==> src/rtl/datetime_load_sequencer.sv <==
// Validates a host BCD date/time word and writes it into the century clock counters,
// one field per cycle, highest field first. Optional readback check: `define LOAD_VERIFY_EN.
module datetime_load_sequencer #(
   parameter logic [7:0] CC_MIN = 8'h20,
   parameter logic [7:0] CC_MAX = 8'h30
) (
   input  logic       clk,
   input  logic       rst_n,
   input  logic       allow,
   input  logic       req_valid,
   output logic       req_ready,
   input  logic [7:0] req_sec,
   input  logic [7:0] req_min,
   input  logic [7:0] req_hr,
   input  logic [7:0] req_day,
   input  logic [7:0] req_mon,
   input  logic [7:0] req_yy,
   input  logic [7:0] req_cc,
`ifdef LOAD_VERIFY_EN
   input  logic [7:0] rb_sec,
   input  logic [7:0] rb_min,
   input  logic [7:0] rb_hr,
   input  logic [7:0] rb_day,
   input  logic [7:0] rb_mon,
   input  logic [7:0] rb_yy,
   input  logic [7:0] rb_cc,
`endif
   output logic       hold_run,
   output logic       tick_restart,
   output logic [6:0] load_en,
   output logic [7:0] load_val,
   output logic       done,
   output logic       err,
   output logic [2:0] err_code,
   output logic [2:0] state_dbg
);

   typedef enum logic [2:0] {
      S_IDLE   = 3'd0,
      S_CHECK  = 3'd1,
      S_LOAD   = 3'd2,
`ifdef LOAD_VERIFY_EN
      S_VERIFY = 3'd3,
`endif
      S_DONE   = 3'd4,
      S_ERR    = 3'd5
   } state_t;

   state_t     state_q, state_d;
   logic [2:0] fidx_q, fidx_d;
   logic [2:0] idx_m1;
   logic [7:0] sel_val;
   logic [7:0] fld_q [0:6];
   logic       accept;

   logic       hold_d, tick_d, done_d, err_d;
   logic [6:0] load_en_d;
   logic [7:0] load_val_d;
   logic [2:0] err_code_d;

   logic [6:0] bad;
   logic [2:0] bad_idx;
   logic       leap, yy_div4, mon_ok;
   logic [7:0] dim;

   // Handshake: a request is taken on a rising edge where req_valid && req_ready;
   // req_ready is allow qualified by IDLE, and the fields are captured at that edge.
   assign req_ready = allow && (state_q == S_IDLE);
   assign accept    = req_valid && req_ready;
   assign state_dbg = state_q;
   assign idx_m1    = fidx_q - 3'd1;

   function automatic logic bcd_ok(input logic [7:0] v);
      return (v[7:4] <= 4'd9) && (v[3:0] <= 4'd9);
   endfunction

   // Fields index 0..6 = sec, min, hr, day, mon, yy, cc (same order as load_en).
   always_ff @(posedge clk) begin
      if (accept) begin
         fld_q[0] <= req_sec;
         fld_q[1] <= req_min;
         fld_q[2] <= req_hr;
         fld_q[3] <= req_day;
         fld_q[4] <= req_mon;
         fld_q[5] <= req_yy;
         fld_q[6] <= req_cc;
      end
   end

   // Field validation on the captured word.
   always_comb begin
      if (fld_q[5][4])
         yy_div4 = (fld_q[5][3:0] == 4'd2) || (fld_q[5][3:0] == 4'd6);
      else
         yy_div4 = (fld_q[5][3:0] == 4'd0) || (fld_q[5][3:0] == 4'd4) ||
                   (fld_q[5][3:0] == 4'd8);
      if (fld_q[5] != 8'h00)
         leap = yy_div4;
      else
         leap = (fld_q[6] == 8'h20) || (fld_q[6] == 8'h24) || (fld_q[6] == 8'h28);

      case (fld_q[4])
         8'h04, 8'h06, 8'h09, 8'h11: dim = 8'h30;
         8'h02:                      dim = leap ? 8'h29 : 8'h28;
         default:                    dim = 8'h31;
      endcase

      mon_ok = bcd_ok(fld_q[4]) && (fld_q[4] >= 8'h01) && (fld_q[4] <= 8'h12);

      bad[0] = !bcd_ok(fld_q[0]) || (fld_q[0] > 8'h59);
      bad[1] = !bcd_ok(fld_q[1]) || (fld_q[1] > 8'h59);
      bad[2] = !bcd_ok(fld_q[2]) || (fld_q[2] > 8'h23);
      // A bad month makes the day limit meaningless, so the month takes the blame.
      bad[3] = mon_ok && (!bcd_ok(fld_q[3]) || (fld_q[3] == 8'h00) || (fld_q[3] > dim));
      bad[4] = !mon_ok;
      bad[5] = !bcd_ok(fld_q[5]) || ((fld_q[6] == CC_MAX) && (fld_q[5] != 8'h00));
      bad[6] = !bcd_ok(fld_q[6]) || (fld_q[6] < CC_MIN) || (fld_q[6] > CC_MAX);

      bad_idx = 3'd0;
      for (int i = 6; i >= 0; i--) begin
         if (bad[i]) bad_idx = 3'(i);
      end
   end

   always_comb begin
      case (idx_m1)
         3'd0:    sel_val = fld_q[0];
         3'd1:    sel_val = fld_q[1];
         3'd2:    sel_val = fld_q[2];
         3'd3:    sel_val = fld_q[3];
         3'd4:    sel_val = fld_q[4];
         3'd5:    sel_val = fld_q[5];
         3'd6:    sel_val = fld_q[6];
         default: sel_val = 8'h00;
      endcase
   end

`ifdef LOAD_VERIFY_EN
   logic rb_match;
   assign rb_match = (rb_sec == fld_q[0]) && (rb_min == fld_q[1]) && (rb_hr == fld_q[2]) &&
                     (rb_day == fld_q[3]) && (rb_mon == fld_q[4]) && (rb_yy == fld_q[5]) &&
                     (rb_cc == fld_q[6]);
`endif

   // Outputs are computed for the next state so they register alongside it.
   always_comb begin
      state_d    = state_q;
      fidx_d     = fidx_q;
      load_en_d  = 7'd0;
      load_val_d = 8'h00;
      tick_d     = 1'b0;
      done_d     = 1'b0;
      err_d      = 1'b0;
      err_code_d = err_code;
      case (state_q)
         S_IDLE: begin
            if (accept) begin
               state_d    = S_CHECK;
               err_code_d = 3'd0;
            end
         end
         S_CHECK: begin
            if (|bad) begin
               state_d    = S_ERR;
               err_d      = 1'b1;
               err_code_d = bad_idx;
            end else begin
               state_d    = S_LOAD;
               fidx_d     = 3'd6;
               load_en_d  = 7'b100_0000;
               load_val_d = fld_q[6];
            end
         end
         S_LOAD: begin
            if (fidx_q == 3'd0) begin
`ifdef LOAD_VERIFY_EN
               state_d = S_VERIFY;
`else
               state_d = S_DONE;
               done_d  = 1'b1;
`endif
            end else begin
               fidx_d     = idx_m1;
               load_en_d  = 7'd1 << idx_m1;
               load_val_d = sel_val;
               tick_d     = (idx_m1 == 3'd0);
            end
         end
`ifdef LOAD_VERIFY_EN
         S_VERIFY: begin
            if (rb_match) begin
               state_d = S_DONE;
               done_d  = 1'b1;
            end else begin
               state_d    = S_ERR;
               err_d      = 1'b1;
               err_code_d = 3'd7;
            end
         end
`endif
         S_DONE:  state_d = S_IDLE;
         S_ERR:   state_d = S_IDLE;
         default: state_d = S_IDLE;
      endcase
      hold_d = (state_d != S_IDLE);
   end

   always_ff @(posedge clk) begin
      if (!rst_n) begin
         state_q      <= S_IDLE;
         fidx_q       <= 3'd0;
         hold_run     <= 1'b0;
         tick_restart <= 1'b0;
         load_en      <= 7'd0;
         load_val     <= 8'h00;
         done         <= 1'b0;
         err          <= 1'b0;
         err_code     <= 3'd0;
      end else begin
         state_q      <= state_d;
         fidx_q       <= fidx_d;
         hold_run     <= hold_d;
         tick_restart <= tick_d;
         load_en      <= load_en_d;
         load_val     <= load_val_d;
         done         <= done_d;
         err          <= err_d;
         err_code     <= err_code_d;
      end
   end

endmodule
==> config.mk <==
export PLATFORM = sky130hd
export DESIGN_NAME = datetime_load_sequencer
export DESIGN_NICKNAME = d
export VERILOG_FILES = /design/src/rtl/datetime_load_sequencer.sv
export SDC_FILE = /design/constraint.sdc
export NUM_CORES = 1
export LEC_CHECK = 0
export CELL_PAD_IN_SITES_DETAIL_PLACEMENT = 1
export CELL_PAD_IN_SITES_GLOBAL_PLACEMENT = 2
export CORE_UTILIZATION = 29
export DETAILED_ROUTE_END_ITERATION = 8
export PLACE_DENSITY_LB_ADDON = 0.1
export SYNTH_ARGS = -nofsm -noshare
export SYNTH_HDL_FRONTEND = slang
export SYNTH_SLANG_ARGS = --single-unit
==> constraint.sdc <==
create_clock -name clk -period 2.8 [get_ports clk]
set_input_delay 0.42 -clock clk [delete_from_list [all_inputs] [get_ports clk]]
set_output_delay 0.42 -clock clk [all_outputs]
set_load 0.02 [all_outputs]
==> results of run 1 <==
flip-flops by register name, indices dropped and copies added, names as in the netlist:
| name | cells |
|---|---|
| fld_q | 56 |
| load_val | 8 |
| load_en | 7 |
| err_code | 3 |
| fidx_q | 3 |
| state_dbg | 3 |
| done | 1 |
| err | 1 |
| hold_run | 1 |
| tick_restart | 1 |
worst reg2reg max path: stages, from the launching register on:
cell,delay [ps]
edfxtp_1,410
or3b_4,410
nor3_4,130
a21oi_1,90
o31a_1,290
a21oi_1,130
ha_2,290
buf_4,140
a31oi_2,230
o21ai_4,110
nand3_4,120
nor4_4,50
buf_4,170
o311a_1,280
cell usage in the layout (no fill, tap or decap), types with 9 or more instances in the layout:
cell type,synthesis,routed
a21oi_1,23,22
buf_4,0,31
clkbuf_16,0,9
clkdlybuf4s50_1,0,85
dfxtp_1,28,28
edfxtp_1,56,56
nand2_1,31,31
nand3_1,10,9
nor2_1,20,20
o21ai_0,10,10
per-stage QoR:
step | area, um2 | hold slack (ps) | cells | setup slack [ps] | TNS [ps]
after floorplan | 3630 | 474 | 303 | 21.3 | 0
after global placement | 4870 | 490 | 574 | -45.7 | -402
after detailed placement | 4870 | 493 | 574 | -157 | -1930
after CTS | 5220 | 505 | 594 | -132 | -1670
after global routing | 5290 | 522 | 596 | -298 | -4390
final | 5290 | 483 | 596 | -160 | -1950
what timing repair did:
| action | CTS | global route |
|---|---|---|
| pin swaps | 4 | 5 |
| endpoints found under the setup margin | 16 | 17 |
| resized for setup | 4 | 10 |
| buffers inserted | 4 | 2 |
| endpoints found under the hold margin | 0 | 0 |
| cloned | 0 | 0 |
power breakdown:
group	leakage (nW)	total, mW	internal (mW)	switching (mW)
Combinational	0.939	0.237	0.133	0.104
Sequential	0.747	1.41	1.38	0.0338
Clock	0.143	1.18	0.716	0.464
final timing paths:
kind                     from     endpoint  slack (ps)  cells after the start
setup / recovery  fld_q[6][7]    fidx_q[2]        -160                     13
hold / removal    err_code[1]  err_code[1]         480                      2
setup reg to reg  fld_q[6][7]    fidx_q[2]        -160                     13
hold reg to reg   err_code[1]  err_code[1]         480                      2
kinds of logic after synthesis:
group,count (synthesis),share of synthesized area [%]
adder cells (fa/ha/maj),8,2.76
AND/OR/NAND/NOR,98,14.5
XOR/XNOR,2,0.484
buffers and inverters,19,2.04
flip-flops,84,61.9
AO/OA/AOI/OAI,92,18.3
area by class of cell:
class / instances / area [um2]
clock inverter: 4 / 51.3
multi-input combinational: 200 / 1380
sequential: 84 / 2240
fill: 1332 / 6820
clock buffer: 12 / 246
timing repair buffer: 119 / 1130
tap: 168 / 210
inverter: 9 / 33.8
metal layers:
layer  track usage [%]  share of wire [%]  wire (um)  vias to the layer above
met2              29.3                 48       5140                       83
met3              3.08                3.9        415                       13
met4              6.49                1.9        206                        0
met5                 0                  0          0                        -
li1                  -                  -          -                     1413
met1              22.3                 46       4890                     1394
==> impl_metrics.json, run 1 <==
{
  "syn_area_um2": 3620,
  "ys_ff_latch": 84,
  "cp-start-kind": "flip-flop",
  "initial_utilization_pct": 29.9,
  "leakagePower_nw": 1.83,
  "die_y_um": 114,
  "tightest_slew_ps": 591,
  "clock_sinks": 84,
  "cts_max_level": 3,
  "worstPathMaxFanout": 5,
  "clock_latency_ps": 330,
  "setup_violations": 17,
  "ant_nets": 0,
  "cts_root_buffer": "clkbuf_16",
  "clockBufferDepth": 2,
  "critPathTopFamily": "compound AO/OA/AOI/OAI gates",
  "hold_path_class": "reg -> reg",
  "max_slew_margin_pct": 60.4,
  "wl_per_cell_um": 17.9,
  "slew_viol_final": 0,
  "port_buffers": 85,
  "synth.distinct_cells": 52,
  "row_count": 40,
  "violations": "setup timing",
  "antennaDiodeCount": 0,
  "antenna_found_initial": 0,
  "cp-end-kind": "flip-flop",
  "total_power_mw": 2.83,
  "die-area_um2": 12900,
  "ys_seq_area_share_pct": 61.9,
  "grt_max_degree": 58,
  "yosysTopAreaCellShare_pct": 46.4,
  "yosys.area.top_type": "edfxtp_1",
  "synth_cells": 303,
  "drc": 0,
  "period_minus_slack_ps": 2960,
  "ys.flop_type": "edfxtp_1",
  "cp_num_buf_inv": 2,
  "syn_nets": 371,
  "drt_iter0_drc": 109,
  "cp.arrival_ps": 3180,
  "hpwl_mm": 8.00,
  "report.final.hold_viol_count": 0,
  "cts_buffers": 9,
  "areaGrowthSynthToFinish_pct": 46.0,
  "finalCritPeriodShare_pct": 106,
  "finalWorstSetupSlack_ps": -160,
  "grtUsageTotal_pct": 17.4,
  "run_status": "finished with violations",
  "fmax_mhz": 338,
  "grt_setup_unrepaired": "true",
  "clk_pin_slew_ps": 60,
  "via_per_inst": 4.87,
  "path_class": "reg -> reg",
  "critical-path-max-stage-delay_ps": 410,
  "grt.overflow.total": 0,
  "nets": 491,
  "hold_buffers": 0,
  "avgSynthCellArea_um2": 12.0,
  "final.setup_skew_ps": 8.06,
  "place_congestion": 0.848,
  "yosys_warnings": 0,
  "io_pins": 86,
  "cp_cell_sequence": "or3b_4 > nor3_4 > a21oi_1 > o31a_1 > a21oi_1 > ha_2 > buf_4 > a31oi_2 > o21ai_4 > nand3_4 > nor4_4 > buf_4 > o311a_1",
  "die_x_um": 114,
  "cpMaxStageDelayCell": "edfxtp_1",
  "cp.required_ps": 3020,
  "grt_pass1_wl_mm": 16.7,
  "core-area_um2": 12100,
  "drive_gt1_share_pct": 15.9,
  "yosysMostFrequentCell": "edfxtp_1",
  "routed_wirelength_mm": 10.7,
  "final_util_pct": 43.7,
  "drv_cap": 0,
  "p_per_area_nw_per_um2": 535,
  "vdd_drop_max_uv": 307,
  "cts_tree": "built",
  "grt_pass1_vias": 3107,
  "synth_edf_count": 56,
  "async_reset_ff_share_pct": 0,
  "vias": 2903,
  "synth_top_cells_by_area": "edfxtp_1 46%, dfxtp_1 15%, nand2_1 3.2%, a21oi_1 3.2%, ha_1 2.8%",
  "synth_top_cells_by_count": "56 x edfxtp_1, 31 x nand2_1, 28 x dfxtp_1",
  "first_pass_iters": 5
}
(Power assumes the default switching activity.)
==> run 2: changes to the inputs <==
--- a/config.mk
+++ b/config.mk
@@ -7,9 +7,11 @@
 export LEC_CHECK = 0
 export CELL_PAD_IN_SITES_DETAIL_PLACEMENT = 1
 export CELL_PAD_IN_SITES_GLOBAL_PLACEMENT = 2
-export CORE_UTILIZATION = 29
+export CORE_UTILIZATION = 36
 export DETAILED_ROUTE_END_ITERATION = 8
+export DONT_BUFFER_PORTS = 1
 export PLACE_DENSITY_LB_ADDON = 0.1
+export REMOVE_ABC_BUFFERS = 1
 export SYNTH_ARGS = -nofsm -noshare
 export SYNTH_HDL_FRONTEND = slang
 export SYNTH_SLANG_ARGS = --single-unit
==> run 2 against run 1 <==
  * The flow still finishes with violations (setup timing)
  * Combinational power fell by 43%
  * Clock power fell by 29%
  * Maximum frequency fell by 2.2%
  * Clock skew rose by 9.1 ps
  * Via count fell by 11%
==> impl_metrics.json, run 2 (synthesized netlist as in run 1, its figures left out) <==
{
  "run_status": "finished with violations",
  "violations": "setup timing",
  "grt_setup_unrepaired": "true",
  "clock_latency_ps": 380,
  "wl_per_cell_um": 20.1,
  "p_int_mw": 1.85,
  "cp-end-kind": "flip-flop",
  "clockBufferDepth": 2,
  "cpMaxStageDelayCell": "or3b_4",
  "grt_max_degree": 37,
  "min-delay-start": "req_min[4]",
  "cp.required_ps": 3120,
  "cpMostUsedCell": "a21oi_2",
  "drive_gt1_share_pct": 20.7,
  "cts_tree": "built",
  "worstPathMaxFanout": 5,
  "routed_wirelength_mm": 9.66,
  "placed_cell_area_um2": 4000,
  "p_switching_mw": 0.541,
  "p_comb_share_pct": 5.6,
  "max_slew_margin_pct": 49.5,
  "top_regs": "fld_q: 56 flops, load_val: 8 flops, load_en: 7 flops",
  "antenna_found_initial": 0,
  "die_x_um": 102,
  "period_minus_slack_ps": 3020,
  "cp_cell_sequence": "or3b_4 > nor3_4 > a21oi_2 > o31a_1 > a21oi_2 > ha_2 > nor2_1 > o311a_1 > o21ai_2 > nand3_2 > nor4_4 > buf_4 > a31o_1",
  "row_count": 36,
  "total_power_mw": 2.39,
  "cp-start-kind": "flip-flop",
  "grt.overflow.total": 0,
  "hold_buffers": 0,
  "seqPwrFrac_pct": 59.3,
  "dp_slack_ps": -306,
  "mostFrequentLayoutCell": "edfxtp_1",
  "port_buffers": 0,
  "setup_violations": 15,
  "critical-path-max-stage-delay_ps": 440,
  "path_class": "reg -> reg",
  "clk_pin_slew_ps": 90,
  "hold_path_class": "in -> reg",
  "leakagePower_nw": 1.46,
  "holdPathEnd": "fld_q[1][4]",
  "first_pass_iters": 6,
  "place_congestion": 0.757,
  "rrSetupSlack_ps": -220,
  "reg2reg_from": "fld_q[6][7]",
  "clock_sinks": 84,
  "largest-register": "fld_q",
  "finalInstanceArea_um2": 4290,
  "cp.arrival_ps": 3340,
  "finalWorstSetupSlack_ps": -225,
  "cts_buffers": 9,
  "vias": 2586,
  "swShare_pct": 22.7,
  "ant_nets": 0,
  "drv_cap": 0,
  "vdd_drop_max_uv": 389,
  "core-area_um2": 9770,
  "via_per_inst": 5.38,
  "fmax_mhz": 331,
  "report.final.hold_viol_count": 0,
  "nets": 411,
  "tightest_slew_ps": 757,
  "cts_max_level": 3,
  "slew_viol_final": 0,
  "grt_pass1_vias": 2579,
  "cts_root_buffer": "clkbuf_8",
  "final.setup_skew_ps": 17.1,
  "layout_common_cells": "56 x edfxtp_1, 36 x buf_4, 31 x nand2_1",
  "p_per_area_nw_per_um2": 556,
  "drt_iter0_drc": 119,
  "clkPwrFrac_pct": 35.1,
  "reg2reg_to": "load_val[3]",
  "grtUsageTotal_pct": 19.7,
  "r2r_cells": 13,
  "largest_reg_flops": 56,
  "hpwl_mm": 7.21,
  "die_y_um": 102,
  "areaGrowthSynthToFinish_pct": 18.5,
  "antennaDiodeCount": 0,
  "hold_depth": 0,
  "finalCritPeriodShare_pct": 108,
  "drc": 0,
  "die-area_um2": 10500,
  "grt_pass1_wl_mm": 14.6,
  "io_pins": 86,
  "initial_utilization_pct": 37.1
}
run 2: changes by cell type in the layout (fill, tap and decap cells not counted), sizes merged:
cell / delta
clkdlybuf4s50: -85
clkinv: -1
inv: +1
buf: +5
run 2: stage by stage:
step                hold WS, ps  TNS, ps  cells  utilization (%)
finish                      129    -2930    481             43.9
global route                113    -5570    481             43.9
CTS                         115    -2410    479             43.6
detailed placement          509    -4310    458             40.9
global placement            494    -2760    458             40.9
floorplan                   474    -1460    293                -
run 2: power by group through the flow:
stage	Sequential [mW]	Combinational, mW	Clock (mW)
floorplan	1.44	0.0721	0
global placement	1.44	0.128	0
detailed placement	1.44	0.129	0
CTS	1.42	0.134	0.861
global route	1.42	0.148	0.898
finish	1.41	0.135	0.837
run 2: how the worst max path moves through the flow:
stage	endpoint	slack, ps	cells after the start	from
3_3_place_gp	load_val[2]	-190	13	fld_q[6][6]
2_1_floorplan	load_val[0]	-150	12	fld_q[6][6]
5_1_grt	load_val[3]	-380	13	fld_q[6][7]
4_1_cts	load_val[3]	-180	13	fld_q[6][6]
3_5_place_dp	fidx_q[2]	-310	13	fld_q[6][6]
6_report	load_val[3]	-220	13	fld_q[6][7]
run 2: worst max-delay path, delay by kind of cell (launching register included):
family / cells / cell delay [ps]
compound gates: 6 / 1090
fa+ha+maj: 1 / 180
buf+inv: 1 / 200
flops: 1 / 400
simple gates: 5 / 1090
run 2: layout make-up:
class | instances | area [um2]
Clock inverter | 4 | 51.3
Clock buffer | 12 | 135
Multi-Input combinational cell | 200 | 1350
Sequential cell | 84 | 2240
Inverter | 9 | 33.8
Fill cell | 1071 | 5480
Timing Repair Buffer | 39 | 313
Tap cell | 133 | 166
run 2: timing repair:
action	CTS	global route
resized for setup	9	4
pin swaps	6	8
endpoints found under the hold margin	0	0
setup buffers	4	2
cloned	1	0
endpoints found under the setup margin	17	17
run 2: metal layers:
| metal | up-vias | GRT usage [%] | wire length [um] |
|---|---|---|---|
| met5 | - | 0 | 0 |
| li1 | 1259 | - | - |
| met2 | 70 | 31.8 | 4600 |
| met1 | 1245 | 25.0 | 4450 |
| met4 | 0 | 8.57 | 162 |
| met3 | 12 | 5.06 | 445 |
